## src/rtl/stoch_pkg.sv

```systemverilog
// Shared definitions for the stochastic bitstream generator: FSM states,
// default comparator width and maximal-length Fibonacci LFSR tap masks.
package stoch_pkg;

    localparam int unsigned W_DEFAULT = 14;

    typedef enum logic [1:0] {
        ST_IDLE,
        ST_RUN,
        ST_DONE
    } state_e;

    // Tap mask for a shift-left Fibonacci LFSR: bit (t-1) set for tap t.
    // Supported widths 2..16; each mask gives a period of 2**w - 1.
    function automatic logic [31:0] lfsr_taps(input int unsigned w);
        logic [31:0] m;
        case (w)
            2:       m = 32'h0000_0003;
            3:       m = 32'h0000_0006;
            4:       m = 32'h0000_000C;
            5:       m = 32'h0000_0014;
            6:       m = 32'h0000_0030;
            7:       m = 32'h0000_0060;
            8:       m = 32'h0000_00B8;
            9:       m = 32'h0000_0110;
            10:      m = 32'h0000_0240;
            11:      m = 32'h0000_0500;
            12:      m = 32'h0000_0829;
            13:      m = 32'h0000_100D;
            14:      m = 32'h0000_2015;
            15:      m = 32'h0000_6000;
            16:      m = 32'h0000_D008;
            default: m = 32'h0000_0000;
        endcase
        return m;
    endfunction

endpackage

```

## src/rtl/stoch_lfsr.sv

```systemverilog
// W-bit maximal-length Fibonacci LFSR with synchronous seed load and step enable.
module stoch_lfsr
    import stoch_pkg::*;
#(
    parameter int unsigned W = W_DEFAULT
) (
    input  logic         clk,
    input  logic         rst,
    input  logic         load,
    input  logic [W-1:0] seed,
    input  logic         en,
    output logic [W-1:0] state
);

    localparam logic [W-1:0] TAPS = W'(lfsr_taps(W));

    logic [W-1:0] state_q, state_d;
    logic         fb;

    always_comb begin
        fb      = ^(state_q & TAPS);
        state_d = state_q;
        if (load) begin
            state_d = seed;
        end else if (en) begin
            state_d = {state_q[W-2:0], fb};
        end
    end

    always_ff @(posedge clk) begin
        if (rst) begin
            state_q <= seed;
        end else begin
            state_q <= state_d;
        end
    end

    assign state = state_q;

endmodule

```

## src/rtl/stochastic_bitstream_gen.sv

```systemverilog
// Unipolar stochastic number generator: emits 2**W bits whose ones count equals
// the (saturated) probability numerator, using a bit-reversed counter or an LFSR.
module stochastic_bitstream_gen
    import stoch_pkg::*;
#(
    parameter int unsigned   W         = W_DEFAULT,
    parameter logic [W-1:0]  LFSR_SEED = {{(W-1){1'b0}}, 1'b1}
) (
    input  logic         clk,
    input  logic         rst,
    input  logic         start_valid,
    output logic         start_ready,
    input  logic [W:0]   p_in,
    input  logic         mode,
    output logic         bit_valid,
    input  logic         bit_ready,
    output logic         bit_out,
    output logic         bit_last,
    output logic         done,
    output logic [W:0]   ones_count
);

    localparam logic [W:0]   P_MAX    = {1'b1, {W{1'b0}}};
    localparam logic [W-1:0] IDX_LAST = '1;

    state_e       state_q, state_d;
    logic [W:0]   p_q, p_d;
    logic [W:0]   ones_q, ones_d;
    logic         mode_q, mode_d;
    logic [W-1:0] idx_q, idx_d;
    logic         bit_valid_q, bit_valid_d;
    logic         start_ready_q, start_ready_d;
    logic         done_q, done_d;

    logic         lfsr_load;
    logic         lfsr_en;
    logic [W-1:0] lfsr_state;
    logic [W-1:0] idx_rev;
    logic [W-1:0] r_val;
    logic         is_last;
    logic         run;
    logic         bit_cmp;
    logic         beat_fire;

    stoch_lfsr #(.W(W)) u_lfsr (
        .clk   (clk),
        .rst   (rst),
        .load  (lfsr_load),
        .seed  (LFSR_SEED),
        .en    (lfsr_en),
        .state (lfsr_state)
    );

    always_comb begin
        idx_rev = '0;
        for (int unsigned i = 0; i < W; i++) begin
            idx_rev[i] = idx_q[W-1-i];
        end
    end

    // The LFSR never reaches zero, so the final beat substitutes r = 0 to make
    // the random source a full permutation of 0..2**W-1.
    always_comb begin
        run       = (state_q == ST_RUN);
        is_last   = (idx_q == IDX_LAST);
        r_val     = mode_q ? (is_last ? '0 : lfsr_state) : idx_rev;
        bit_cmp   = (p_q > {1'b0, r_val});
        beat_fire = bit_valid_q & bit_ready;
        lfsr_en   = beat_fire;
    end

    always_comb begin
        state_d       = state_q;
        p_d           = p_q;
        mode_d        = mode_q;
        idx_d         = idx_q;
        ones_d        = ones_q;
        bit_valid_d   = bit_valid_q;
        start_ready_d = start_ready_q;
        done_d        = 1'b0;
        lfsr_load     = 1'b0;
        unique case (state_q)
            ST_IDLE: begin
                if (start_valid && start_ready_q) begin
                    p_d           = (p_in > P_MAX) ? P_MAX : p_in;
                    mode_d        = mode;
                    idx_d         = '0;
                    ones_d        = '0;
                    lfsr_load     = 1'b1;
                    bit_valid_d   = 1'b1;
                    start_ready_d = 1'b0;
                    state_d       = ST_RUN;
                end
            end
            ST_RUN: begin
                if (beat_fire) begin
                    idx_d  = idx_q + W'(1);
                    ones_d = ones_q + (W+1)'(bit_cmp);
                    if (is_last) begin
                        bit_valid_d = 1'b0;
                        done_d      = 1'b1;
                        state_d     = ST_DONE;
                    end
                end
            end
            ST_DONE: begin
                start_ready_d = 1'b1;
                state_d       = ST_IDLE;
            end
            default: begin
                state_d = ST_IDLE;
            end
        endcase
    end

    always_ff @(posedge clk) begin
        if (rst) begin
            state_q       <= ST_IDLE;
            p_q           <= '0;
            mode_q        <= 1'b0;
            idx_q         <= '0;
            ones_q        <= '0;
            bit_valid_q   <= 1'b0;
            start_ready_q <= 1'b1;
            done_q        <= 1'b0;
        end else begin
            state_q       <= state_d;
            p_q           <= p_d;
            mode_q        <= mode_d;
            idx_q         <= idx_d;
            ones_q        <= ones_d;
            bit_valid_q   <= bit_valid_d;
            start_ready_q <= start_ready_d;
            done_q        <= done_d;
        end
    end

    assign start_ready = start_ready_q;
    assign bit_valid   = bit_valid_q;
    assign bit_out     = run & bit_cmp;
    assign bit_last    = run & is_last;
    assign done        = done_q;
    assign ones_count  = ones_q;

endmodule

```

## config.mk

```make
export PLATFORM = sky130hd
export DESIGN_NAME = stochastic_bitstream_gen
export DESIGN_NICKNAME = d
export VERILOG_FILES = /design/src/rtl/stoch_pkg.sv /design/src/rtl/stoch_lfsr.sv /design/src/rtl/stochastic_bitstream_gen.sv
export SDC_FILE = /design/constraint.sdc
export NUM_CORES = 1
export LEC_CHECK = 0
export CAP_MARGIN = 20
export CORE_MARGIN = 1
export CORE_UTILIZATION = 30
export DETAILED_ROUTE_END_ITERATION = 10
export PLACE_DENSITY_LB_ADDON = 0.2
export SLEW_MARGIN = 40
export SYNTH_ARGS = -nofsm -noshare
export SYNTH_HDL_FRONTEND = slang
export SYNTH_SLANG_ARGS = --single-unit
```

## constraint.sdc

```tcl
create_clock -name clk -period 6.3 [get_ports clk]
set_clock_uncertainty 0.2 [all_clocks]
set_input_delay 1.26 -clock clk [delete_from_list [all_inputs] [get_ports clk]]
set_output_delay 1.26 -clock clk [all_outputs]
set_load 0.02 [all_outputs]
```

---- Word-level counts from Yosys, hierarchy flattened ----
Cells that the tools add are included.
Widths: inputs -> output; s select.
cells by class
  add/sub/neg operators ................... 2
  order comparisons ....................... 2
  eq/ne operators ......................... 6
  mux-type cells .......................... 22
  bitwise gates (word level) .............. 5
  reductions and logical operators ........ 12
operators with widths
  cell                   number
  $mux 14                4
  $mux 15                3
  $pmux 15 s2            1
  $pmux 14 s2            1
  $add 15x1->15          1
  $gt 15x14->1           1
  $gt 15x15->1 const B   1
  $add 14x1->14 const B  1
  $eq 14x14->1 const B   1
  $reduce_xor 14->1      1
  $mux 1                 7
  $mux 2                 3
  $reduce_and 3->1       2
  $ne 2x2->1 const B     2
  $pmux 1 s2             2
  $pmux 2 s2             1
  $reduce_and 2->1       2
  $reduce_and 4->1       1
  $reduce_bool 2->1      2
  $and 1x1->1            3
  $reduce_or 3->1        1
  $eq 2x1->1 const B     1
  $eq 2x2->1 const B     1
  $logic_not 2->1        1
  4 further kinds        5
storage, ports and cells
  flip-flop bits (word level) ............. 64
  input port bits ......................... 20
  output and inout port bits .............. 20
  logic and storage cells ................. 58

---- Logic depth before layout (Yosys ltp) ----
Gate-level depths: netlist of the first run.
  word-level depth ........................ 7
  depth in mapped cells ................... 18
  mapped depth without buffers ............ 16

---- Cells and area by module ----
From an unflattened synthesis of the first run, not the netlist that was laid out.
unflattened totals
  cells, all modules ...................... 338
  area, all modules ....................... 3,367.0 sq um
modules (own cells, without submodules)
  module                    times used  cells an instance  area each (sq um)  sequential area each (sq um)
  stochastic_bitstream_gen  1           303                2,696.3            1,001.0
  stoch_lfsr                1           35                 670.6              420.4

---- Worst setup path before layout of the first run ----
OpenSTA, ideal clock, no wires.
  path type ............................... register -> output
  start point ............................. reg idx_q[0]
  end point ............................... out bit_out
  arrival time ............................ 2.497 ns
  required time ........................... 4.840 ns
  slack ................................... 2.343 ns
  stages on the path, launching flop included .. 12
  path buffers ............................ 2
  path through ............................ dfxtp_1 ha_1 nand4_1 or4_1 buf_2 buf_6 a31oi_1 ha_1 nand4b_1 or4_1 nand2_1 a21oi_1
between the ends
  longest elaborated chain between the ends .. 5
RTL lines
  what                      line                             source
  start: declaration        stochastic_bitstream_gen.sv:30   logic [W-1:0] idx_q, idx_d;
  start signal: assignment  stochastic_bitstream_gen.sv:130  idx_q <= idx_d;
  $eq 14x14->1              stochastic_bitstream_gen.sv:65   is_last = (idx_q == IDX_LAST);
  $mux 14                   stochastic_bitstream_gen.sv:66   r_val = mode_q ? (is_last ? '0 : lfsr_state) : idx_rev;
  $mux 14 *                 stochastic_bitstream_gen.sv:66
  $gt 15x14->1 *            stochastic_bitstream_gen.sv:67   bit_cmp = (p_q > {1'b0, r_val});
  $and 1x1->1 *             stochastic_bitstream_gen.sv:140  assign bit_out = run & bit_cmp;
  end: declaration          stochastic_bitstream_gen.sv:17   output logic bit_out,
Every way passes the cells marked *; elsewhere a longest branch is shown, timed or not.

---- Worst setup path in the final report of the first run ----
Ends and elaborated chain as after synthesis.

==> results.toml, run 1 <==
[floorplan]
die_h_um = 105
dieArea_mm2 = 0.0109
fp.dieW_um = 105
core_mm2 = 0.0103
row_count = 37
start_util_pct = 30.7
ios = 40

[cts]
numCtsBuffers = 9
ctsHoldBuffers = 0
cts-root-buf = "clkbuf_8"
cts_buffer_depth = 2
post_cts_resized = 0
tritoncts = "built"
clock_latency_ns = 0.34
htree_levels = 3
path_clk_slew_ns = 0.07
cts_setup_buffers = 0
cts.sinks = 64

[setup_path]
end_kind = "primary output"
path_class = "reg2out"
required_ns = 4.84
cp-start-kind = "register"
cp_max_fo = 19
worstPathArrival_ns = 3.67

[timing]
drv_slew = 0
setup_viol = 0
slew_headroom_pct = 47.4
worst_pin_slew_ns = 0.784
period_minus_slack_ns = 5.13
grt_setup_unrepaired = "false"
timing.fmax_ghz = 0.195
fin_crit_sh_pct = 81.4
hold_viol = 0
fin_setup_tns_ns = 0

[yosys]
ys_async_sr_fraction_pct = 0
ys_warn_count = 0
yosysUniqueCellTypes = 44
synth-seq-cells = 64
yosysSeqAreaShare_pct = 40.6
synth_area_per_cell_um2 = 8.48
synth_nets = 409
synth-edff-count = 0
synthCells = 372
syn_area_mm2 = 0.00315
synthFlopType = "dfxtp_1"

[outcome]
status = "finished, final reports clean"

[route]
viasPerCell = 5.17
ant_nets = 0
vias = 2812
drtPass1Iterations = 4
drcViolationCount = 0
wire_per_inst_um = 14.8
drt_iter0_drc = 122
drt-total-wl_um = 8060

[power]
p_per_area_mw_per_mm2 = 214
p_leak_nw = 1.28
ir_worst_vdd_uv = 126

[worst_hold_path]
hold_class = "reg2reg"

[finish]
final_util_pct = 37.2
nNetsFinal = 440
antennaDiodeCount = 0
layout-drive-gt1-share_pct = 5.88
syn_to_final_growth_pct = 21.1

[grt]
overflow = 0
grt_pass1_wl_um = 13400
grt_max_degree = 40
grt_pass1_vias = 2682
antenna_found_initial = 0
grtUsageTotal_pct = 15.5

[placed_design]
routabilityCongestion = 0.795
port_buffers = 39
hpwlAfterDp_um = 5440

[run]
cap_violations = 0
==> final timing paths <==
kind | startpoint | to | slack, ns | cells past startpoint
setup / recovery | idx_q[0] | bit_out | 1.17 | 10
hold / removal | u_lfsr.state[8] | u_lfsr.state[9] | 0.26 | 2
setup reg to reg | idx_q[0] | ones_count[13] | 1.78 | 14
hold reg to reg | u_lfsr.state[8] | u_lfsr.state[9] | 0.26 | 2
==> synthesized netlist by cell type, types with 4 or more instances <==
| cell type | n | share of area [%] |
|---|---|---|
| nor2b_1 | 10 | 2.0 |
| or4_1 | 5 | 1.2 |
| nand4_1 | 12 | 2.4 |
| and4_1 | 4 | 1.1 |
| nor3_1 | 4 | 0.63 |
| dfxtp_1 | 64 | 41 |
| xnor2_1 | 11 | 3.1 |
| inv_1 | 11 | 1.3 |
| nor2_1 | 33 | 3.9 |
| a21oi_1 | 33 | 5.2 |
| a31oi_1 | 13 | 2.6 |
| clkbuf_1 | 14 | 1.7 |
| a22o_1 | 11 | 3.1 |
| xor2_1 | 6 | 1.7 |
| nand3_1 | 10 | 1.6 |
| o21ai_0 | 8 | 1.3 |
| nand2_1 | 47 | 5.6 |
| ha_1 | 17 | 6.7 |
| nand3b_1 | 4 | 0.95 |
| a211oi_1 | 10 | 2.4 |
==> kinds of logic after synthesis <==
| kind of cell | Yosys count | synth area share (%) |
|---|---|---|
| and+or+nand+nor | 144 | 23.0 |
| AOI/OAI and AO/OA | 97 | 20.5 |
| DFF | 64 | 40.6 |
| buffers and inverters | 33 | 4.40 |
| xor gates and xnor gates | 17 | 4.72 |
| adders and majority gates | 17 | 6.74 |
==> flip-flops by register name, indices dropped and copies added, names as in the netlist <==
register / cells
ones_count: 15
p_q: 15
idx_q: 14
u_lfsr.state: 14
state_q: 2
bit_valid: 1
done: 1
mode_q: 1
start_ready: 1
==> report_power, final <==
| group | leakage [nW] | total (mW) | internal, mW | switching, mW |
|---|---|---|---|---|
| clock | 0.0899 | 0.311 | 0.151 | 0.160 |
| sequential | 0.518 | 0.420 | 0.412 | 0.00881 |
| combinational | 0.667 | 0.0874 | 0.0356 | 0.0517 |
==> worst max-delay path, cell delays in order, from the launching register on <==
cell and delay (ns):
dfxtp_1 0.41, ha_1 0.22, nand4_1 0.09, or4_1 0.73, a31oi_1 0.27, ha_1 0.18, nand4b_1 0.18, or4_1 0.58
nand2_1 0.07, a21oi_1 0.04, clkdlybuf4s50_1 0.55
==> stage by stage <==
stage / instances / hold WS, ns / total power [mW] / setup WS, ns / cell area, µm²
after floorplan: 372 / 0.232 / 0.479 / 2.34 / 3150
after global placement: 528 / 0.243 / 0.515 / 1.60 / 3640
after detailed placement: 528 / 0.262 / 0.516 / 1.52 / 3650
after CTS: 544 / 0.267 / 0.829 / 1.13 / 3810
after global routing: 544 / 0.291 / 0.859 / 0.932 / 3820
final: 544 / 0.261 / 0.819 / 1.17 / 3820
==> cells in the final DEF, fill, tap and decap left out, types with 2 or more instances in the layout <==
cell	count
a2111oi_0	2
a211o_1	2
a211oi_1	9
a21oi_1	33
a22o_1	11
a22oi_1	3
a31o_2	2
a31oi_1	13
and2_1	2
and4_1	4
buf_4	3
clkbuf_1	2
clkbuf_8	10
clkdlybuf4s50_1	39
clkinv_2	4
dfxtp_1	63
ha_1	17
inv_1	11
nand2_1	47
nand3_1	10
nand3b_1	4
nand4_1	12
nand4b_1	2
nor2_1	33
nor2b_1	10
nor3_1	4
nor4_1	3
o2111ai_1	3
o211ai_1	3
o21ai_0	8
o31ai_1	3
or3_1	3
or4_1	5
xnor2_1	11
xor2_1	6
==> layer usage <==
metal	vias up	track usage, %	wire [µm]
met2	70	23.0	3470
met1	1311	20.8	4000
met5	-	0	0
li1	1420	-	-
met3	11	5.24	452
met4	0	5.20	138
==> area by class of cell <==
class	instances	area (µm²)
Inverter	11	41.3
Timing Repair Buffer	42	413
Fill cell	1083	6460
Clock inverter	4	20.0
Tap cell	136	170
Sequential cell	64	1280
Clock buffer	12	145
Multi-Input combinational cell	275	1750
No activity file was read; power rests on OpenSTA's default activity.
==> run 2, diff against run 1 <==
==> constraint.sdc (replaced) <==
create_clock -name clk -period 5.1 [get_ports clk]
set_clock_uncertainty 0.2 [all_clocks]
set_input_delay 1.02 -clock clk [delete_from_list [all_inputs] [get_ports clk]]
set_output_delay 1.02 -clock clk [all_outputs]
set_load 0.02 [all_outputs]
==> results.toml, run 2 (same netlist as run 1, synthesis figures left out) <==
[setup_path]
required_ns = 3.88
worstReg2RegEnd = "ones_count[13]"
startpoint = "idx_q[0]"
end_kind = "primary output"
path_class = "reg2out"
worstPathArrival_ns = 3.44
timing.rr.start = "idx_q[0]"
r2r_cells = 14
cp-start-kind = "register"
cp_max_fo = 19
rrSetupSlack_ns = 0.88

[finish]
final_util_pct = 37.7
layout_commonest_cell = "dfxtp_1"
final_cell_mix = "dfxtp_1 (64), nand2_1 (47), clkdlybuf4s50_1 (39)"
design_area_mm2 = 0.00387
antennaDiodeCount = 0
syn_to_final_growth_pct = 22.7
layout-drive-gt1-share_pct = 6.33
nNetsFinal = 443

[worst_hold_path]
holdPathStages = 2
min_to = "p_q[0]"
min-delay-start = "p_q[0]"
hold_class = "reg2reg"

[placed_design]
hpwlAfterDp_um = 5540
port_buffers = 39
routabilityCongestion = 0.781
placed_cell_area_mm2 = 0.00366

[run]
cap_violations = 0

[timing]
worst_pin_slew_ns = 0.697
setup_viol = 0
drv_slew = 0
fin_setup_tns_ns = 0
timing.fmax_ghz = 0.215
slew_headroom_pct = 53.3
hold_viol = 0
grt_setup_unrepaired = "false"
period_minus_slack_ns = 4.66
fin_crit_sh_pct = 91.4

[outcome]
status = "finished, final reports clean"

[floorplan]
ios = 40
die_h_um = 105
start_util_pct = 30.7
core_mm2 = 0.0103
fp.dieW_um = 105
dieArea_mm2 = 0.0109
row_count = 37

[cts]
numCtsBuffers = 9
cts-root-buf = "clkbuf_8"
path_clk_slew_ns = 0.07
tritoncts = "built"
htree_levels = 3
cts_buffer_depth = 2
cts_setup_buffers = 0
cts.sinks = 64
ctsHoldBuffers = 0
clock_latency_ns = 0.34

[grt]
antenna_found_initial = 0
grtUsageTotal_pct = 15.1
grt_pass1_vias = 2639
overflow = 0
grt_max_degree = 30
grt_pass1_wl_um = 12900

[power]
ir_worst_vdd_uv = 128
p_leak_nw = 1.30
p_per_area_mw_per_mm2 = 277
finalPower_mw = 1.07

[route]
viasPerCell = 5.01
drt_iter0_drc = 81
drt-total-wl_um = 7930
drcViolationCount = 0
ant_nets = 0
vias = 2742
wire_per_inst_um = 14.5
drtPass1Iterations = 4
run 2: where the power goes:
group	switching (mW)	internal, mW	total, mW
clock network	0.194	0.251	0.446
registers	0.00684	0.508	0.515
logic	0.0662	0.0450	0.111
total	0.267	0.805	1.07
run 2: timing repair:
action,CTS,global route
endpoints found under the hold margin,0,0
endpoints found under the setup margin,0,1
resized for setup,0,1
run 2: final cells by class:
cell class / count / area, µm²
Tap cell: 136 / 170
Sequential cell: 64 / 1280
Inverter: 11 / 41.3
Clock inverter: 3 / 40.0
Multi-Input combinational cell: 275 / 1740
Fill cell: 1105 / 6410
Timing Repair Buffer: 45 / 435
Clock buffer: 13 / 159
run 2: worst max-delay path by stage:
stage                         end  slack [ns]  depth (start not counted)
floorplan           ones_count[8]        1.37                         17
global placement          bit_out        0.59                         10
detailed placement        bit_out        0.57                         10
CTS                       bit_out        0.19                         10
global route              bit_out        0.21                         10
finish                    bit_out        0.44                         10
run 2: critical path, stage by stage, from the launching register on:
cell             delay [ns]
dfxtp_1                0.42
ha_1                   0.22
nand4_1                0.10
or4_4                  0.56
a31oi_1                0.22
ha_1                   0.18
nand4b_1               0.16
or4_1                  0.57
nand2_1                0.08
a21oi_1                0.04
clkdlybuf4s50_1        0.55
run 2: stage by stage:
| step | setup slack [ns] | cells | hold slack, ns |
|---|---|---|---|
| detailed placement | 0.573 | 531 | 0.250 |
| finish | 0.440 | 547 | 0.267 |
| global route | 0.205 | 547 | 0.293 |
| CTS | 0.189 | 547 | 0.267 |
| floorplan | 1.37 | 372 | 0.232 |
| global placement | 0.589 | 531 | 0.258 |
run 2: routing by layer:
layer  wire length, µm  GRT usage, %
met3               341          4.12
met4                97          5.82
met1              3970          19.4
met5                 0             0
met2              3520          23.8
